--- config.mk ---
export PLATFORM = sky130hd
export DESIGN_NAME = haz_issue_queue
export DESIGN_NICKNAME = d
export VERILOG_FILES = /design/src/rtl/haz_issue_queue.sv
export SDC_FILE = /design/constraint.sdc
export NUM_CORES = 1
export LEC_CHECK = 0
export ABC_AREA = 1
export BUFFER_PORTS_ARGS = -buffer_cell sky130_fd_sc_hd__buf_4
export CORE_MARGIN = 1
export CORE_UTILIZATION = 50
export DETAILED_ROUTE_END_ITERATION = 6
export PLACE_DENSITY = 0.69
export SLEW_MARGIN = 20
export SYNTH_ARGS = -nofsm -noshare
export SYNTH_HDL_FRONTEND = slang
export SYNTH_SLANG_ARGS = --single-unit
--- constraint.sdc ---
create_clock -name clk -period 4 [get_ports clk]
set_input_delay 0.2 -clock clk [delete_from_list [all_inputs] [get_ports clk]]
set_output_delay 0.2 -clock clk [all_outputs]
set_load 0.005 [all_outputs]
--- src/rtl/haz_issue_queue.sv ---
// rtl/haz_issue_queue.sv - instruction issue FIFO feeding the FSM hazard resolver
//
// Purpose: buffers fetch tokens and presents the head token to the hazard
// resolver, whose stall acts as back-pressure. Carries an issue FSM, flush
// handling and a saturating stall-cycle counter for bring-up visibility.
//
// Ports:
//   clk, rst             single clock, synchronous active-high reset
//   in_valid/in_ready    fetch handshake, in_instr is the token
//   out_valid/out_ready  resolver handshake, out_instr is the head token
//   flush                discard all buffered tokens
//   count                occupancy (0..DEPTH)
//   state                FSM state: EMPTY=0, ISSUE=1, STALL=2, FLUSH=3
//   stall_cnt            saturating count of out_valid && !out_ready cycles
//
// Optional feature: HAZ_ISSUEQ_BYPASS_EN lets a token pass straight through
// an empty, idle queue when the resolver is ready.

module haz_issue_queue #(
   parameter int DEPTH = 4,
   parameter int W     = 8
) (
   input  logic                   clk,
   input  logic                   rst,
   input  logic                   in_valid,
   output logic                   in_ready,
   input  logic [W-1:0]           in_instr,
   output logic                   out_valid,
   input  logic                   out_ready,
   output logic [W-1:0]           out_instr,
   input  logic                   flush,
   output logic [$clog2(DEPTH):0] count,
   output logic [1:0]             state,
   output logic [7:0]             stall_cnt
);

   localparam int AW = $clog2(DEPTH);
   localparam int CW = AW + 1;

   typedef enum logic [1:0] {
      ST_EMPTY = 2'b00,
      ST_ISSUE = 2'b01,
      ST_STALL = 2'b10,
      ST_FLUSH = 2'b11
   } state_t;

   state_t         state_q;
   state_t         state_d;
   logic [W-1:0]   mem [DEPTH];
   logic [AW-1:0]  wr_ptr;
   logic [AW-1:0]  rd_ptr;
   logic [CW-1:0]  count_q;
   logic [CW-1:0]  count_d;
   logic [7:0]     stall_q;

   logic           buf_valid;
   logic           bypass;
   logic           push;
   logic           pop;
   logic           stall_evt;

   // Acceptance depends only on registered occupancy and state, so a pop in
   // the same cycle never frees a slot for a push (no full pass-through).
   assign in_ready  = (count_q < CW'(DEPTH)) && (state_q != ST_FLUSH);
   assign buf_valid = (count_q != '0) && (state_q != ST_FLUSH);

`ifdef HAZ_ISSUEQ_BYPASS_EN
   // Count zero already implies EMPTY or FLUSH; the state term keeps the
   // flush-recovery cycle closed.
   assign bypass = (count_q == '0) && (state_q == ST_EMPTY) && in_valid && out_ready;
`else
   assign bypass = 1'b0;
`endif

   assign out_valid = buf_valid || bypass;
   assign out_instr = bypass ? in_instr : mem[rd_ptr];

   // A bypassed token is consumed directly and never touches the array.
   assign push      = in_valid && in_ready && !bypass;
   assign pop       = buf_valid && out_ready;
   assign stall_evt = out_valid && !out_ready;

   always_comb begin
      count_d = count_q;
      if (push && !pop) begin
         count_d = count_q + CW'(1);
      end else if (pop && !push) begin
         count_d = count_q - CW'(1);
      end
   end

   always_comb begin
      state_d = ST_ISSUE;
      if (state_q == ST_FLUSH) begin
         state_d = ST_EMPTY;
      end else if (count_d == '0) begin
         state_d = ST_EMPTY;
      end else if (stall_evt) begin
         state_d = ST_STALL;
      end
   end

   always_ff @(posedge clk) begin
      if (rst) begin
         for (int i = 0; i < DEPTH; i++) begin
            mem[i] <= '0;
         end
         wr_ptr  <= '0;
         rd_ptr  <= '0;
         count_q <= '0;
         state_q <= ST_EMPTY;
         stall_q <= '0;
      end else begin
         if (stall_evt && (stall_q != 8'hFF)) begin
            stall_q <= stall_q + 8'd1;
         end
         if (flush) begin
            // Any push or pop requested alongside a flush is dropped.
            wr_ptr  <= '0;
            rd_ptr  <= '0;
            count_q <= '0;
            state_q <= ST_FLUSH;
         end else begin
            if (push) begin
               mem[wr_ptr] <= in_instr;
               wr_ptr      <= wr_ptr + AW'(1);
            end
            if (pop) begin
               rd_ptr <= rd_ptr + AW'(1);
            end
            count_q <= count_d;
            state_q <= state_d;
         end
      end
   end

   assign count     = count_q;
   assign state     = state_q;
   assign stall_cnt = stall_q;

endmodule

==> results_dict.tcl <==
set metrics [dict create \
    root_buffer "clkbuf_8" \
    ctsHoldBuffers 0 \
    ant_nets 0 \
    yosysMostFrequentCell "nor2_1" \
    yosysTopAreaCellShare_pct 40.4 \
    max_cap_viol_count 0 \
    avgSynthCellArea_sq_um 9.59 \
    grt_pass1_vias 1704 \
    synth_cells 248 \
    ys_seq_area_share_pct 56.4 \
    drc 2 \
    maxSlewViolCount 0 \
    reg2reg_from "count[2]" \
    postPlaceCellArea_sq_um 2690 \
    dieHeight_um 71.0 \
    violations "design-rule violations" \
    status "complete, but fails checks" \
    io_buffers 35 \
    start_util_pct 53.1 \
    finalPower_mw 1.06 \
    dr.pass1.iters 6 \
    n_fill_cell 384 \
    drt_iter0_markers 192 \
    clock.fmax_mhz 492 \
    crit_required_ns 3.80 \
    wire_per_inst_um 13.3 \
    stdcell_count 340 \
    area_delta_synth_final_pct 17.5 \
    place_hpwl_um 3310 \
    dp_slack_ns 1.99 \
    hold_class "in2reg" \
    arrival_ns 1.83 \
    layout-drive-gt1-share_pct 24.7 \
    hold_violations 0 \
    viasPerCell 5.21 \
    dp.cells 332 \
    dieArea_sq_um 5030 \
    ys_ff_latch 51 \
    endpoint_kind "output pin" \
    min_period_over_period_pct 50.8 \
    period_needed_ns 2.03 \
    grt_max_degree 18 \
    fin_nets 304 \
    relSlewSlack_pct 45.5 \
    yosysWarnings 0 \
    routed_wl_um 4510 \
    netlist_top_cells_count "nor2_1, edfxtp_1, nand2_1, inv_1, dfxtp_1" \
    min-delay-start "rst" \
    timing.final.ws_setup_ns 1.97 \
    globalplace.congestion 0.740 \
    finClkSkew_ns 0.00836 \
    worstSetupStartpointType "register" \
    async_reset_ff_share_pct 0 \
    synthFlopType "edfxtp_1" \
    cts_tree "built" \
    multiInputGateArea_sq_um 916 \
    power.density_nw_per_um2 379 \
    setup_viol 0 \
    antenna_found_initial 0 \
    grt_pass1_wl_um 7810 \
    hold_ws_ns 0.100 \
    synth_edf_count 32 \
    die_w_um 71.0 \
    regArea_sq_um 1340 \
    numCtsBuffers 5 \
    synth_fp_nets 265 \
    final_util_pct 62.4 \
    ctsResizeCount 0 \
    worstMarginPinSlew_ns 0.817 \
    cp_max_fo 17 \
    irDropWorstVdd_mv 0.194 \
    path_class "reg2out" \
    cts-htree-levels 2 \
    synthTopCellsByArea "edfxtp_1, dfxtp_1, nor2_1" \
    p_leak_nw 1.23 \
    vias 1770 \
    clk_path_buf_depth 2 \
    clkTransAtPathRegs_ns 0.09 \
    yosysUniqueCellTypes 30 \
    fin_setup_tns_ns 0 \
    overflow 0 \
    n_antenna_cell 0 \
    ioPinCount 36 \
    cts_sinks 51 \
    synth_area_leader_cell "edfxtp_1" \
    core.rowCount 24 \
    rsz0062_at_grt "false" \
    synth_area_sq_um 2380 \
    core_area_sq_um 4470 \
    clk-insertion-delay-late_ns 0.30 \
    final_area_sq_um 2790 \
    post_cts_buffers 0 \
    track_usage_pct 20.1 \
]
==> cell type report <==
cell class                 instances  area share [%]
clock inverter                     2           0.493
inverter                          27            3.63
tap                               52            2.33
multi-input combinational        167            32.8
timing repair buffer              35            9.40
clock buffer                       6            3.36
sequential                        51            48.0
==> metal layers <==
| metal | share of wire (%) | up-vias | track usage, % |
|---|---|---|---|
| li1 | - | 907 | - |
| met1 | 46 | 822 | 25.7 |
| met2 | 50 | 39 | 34.5 |
| met4 | 0.55 | 0 | 7.11 |
| met3 | 3.5 | 2 | 3.42 |
| met5 | 0 | - | 0 |
==> path summary, 6_finish.rpt <==
path                       end  slack, ns  cells after the start
setup reg to reg     mem[3][6]       1.98                      6
setup / recovery  out_instr[0]       1.97                      4
hold reg to reg      rd_ptr[0]       0.48                      2
hold / removal        state[1]       0.10                      2
==> critical path, cell delays in order (launching register included) <==
cell and delay, ns:
dfxtp_1 0.64, inv_1 0.35, o21ai_0 0.28, o22ai_1 0.11, buf_4 0.15
==> flip-flops by register name, summed over array words and instances, names as in the netlist, named ones only <==
signal     flops
state          2
rd_ptr         2
count          3
stall_cnt      8
mem           32
wr_ptr         2
==> kinds of logic (layout without fill, tap and decap cells) <==
group | count (synthesis) | count (layout) | share of synthesized area (%)
AND/OR/NAND/NOR | 115 | 115 | 24.8
flip-flops | 51 | 51 | 56.4
AO/OA/AOI/OAI | 45 | 45 | 10.5
buffers and inverters | 30 | 70 | 5.05
adder cells (fa/ha/maj) | 4 | 4 | 2.11
XOR/XNOR | 3 | 3 | 1.11
==> power by group <==
group / total, mW / switching [mW] / internal, mW
sequential: 0.596 / 0.0150 / 0.581
clock: 0.328 / 0.167 / 0.161
combinational: 0.136 / 0.0797 / 0.0560
total: 1.06 / 0.262 / 0.798
==> placed cells by master (no fill, tap or decap), types with 7 or more instances in the layout <==
cell,instances
dfxtp_1,19
edfxtp_1,32
nand3_1,7
a21oi_1,11
o21ai_0,18
nand2_1,27
inv_1,21
o22ai_1,8
nor2_1,57
buf_4,35
Note: power is estimated with default switching activity, not from simulation.
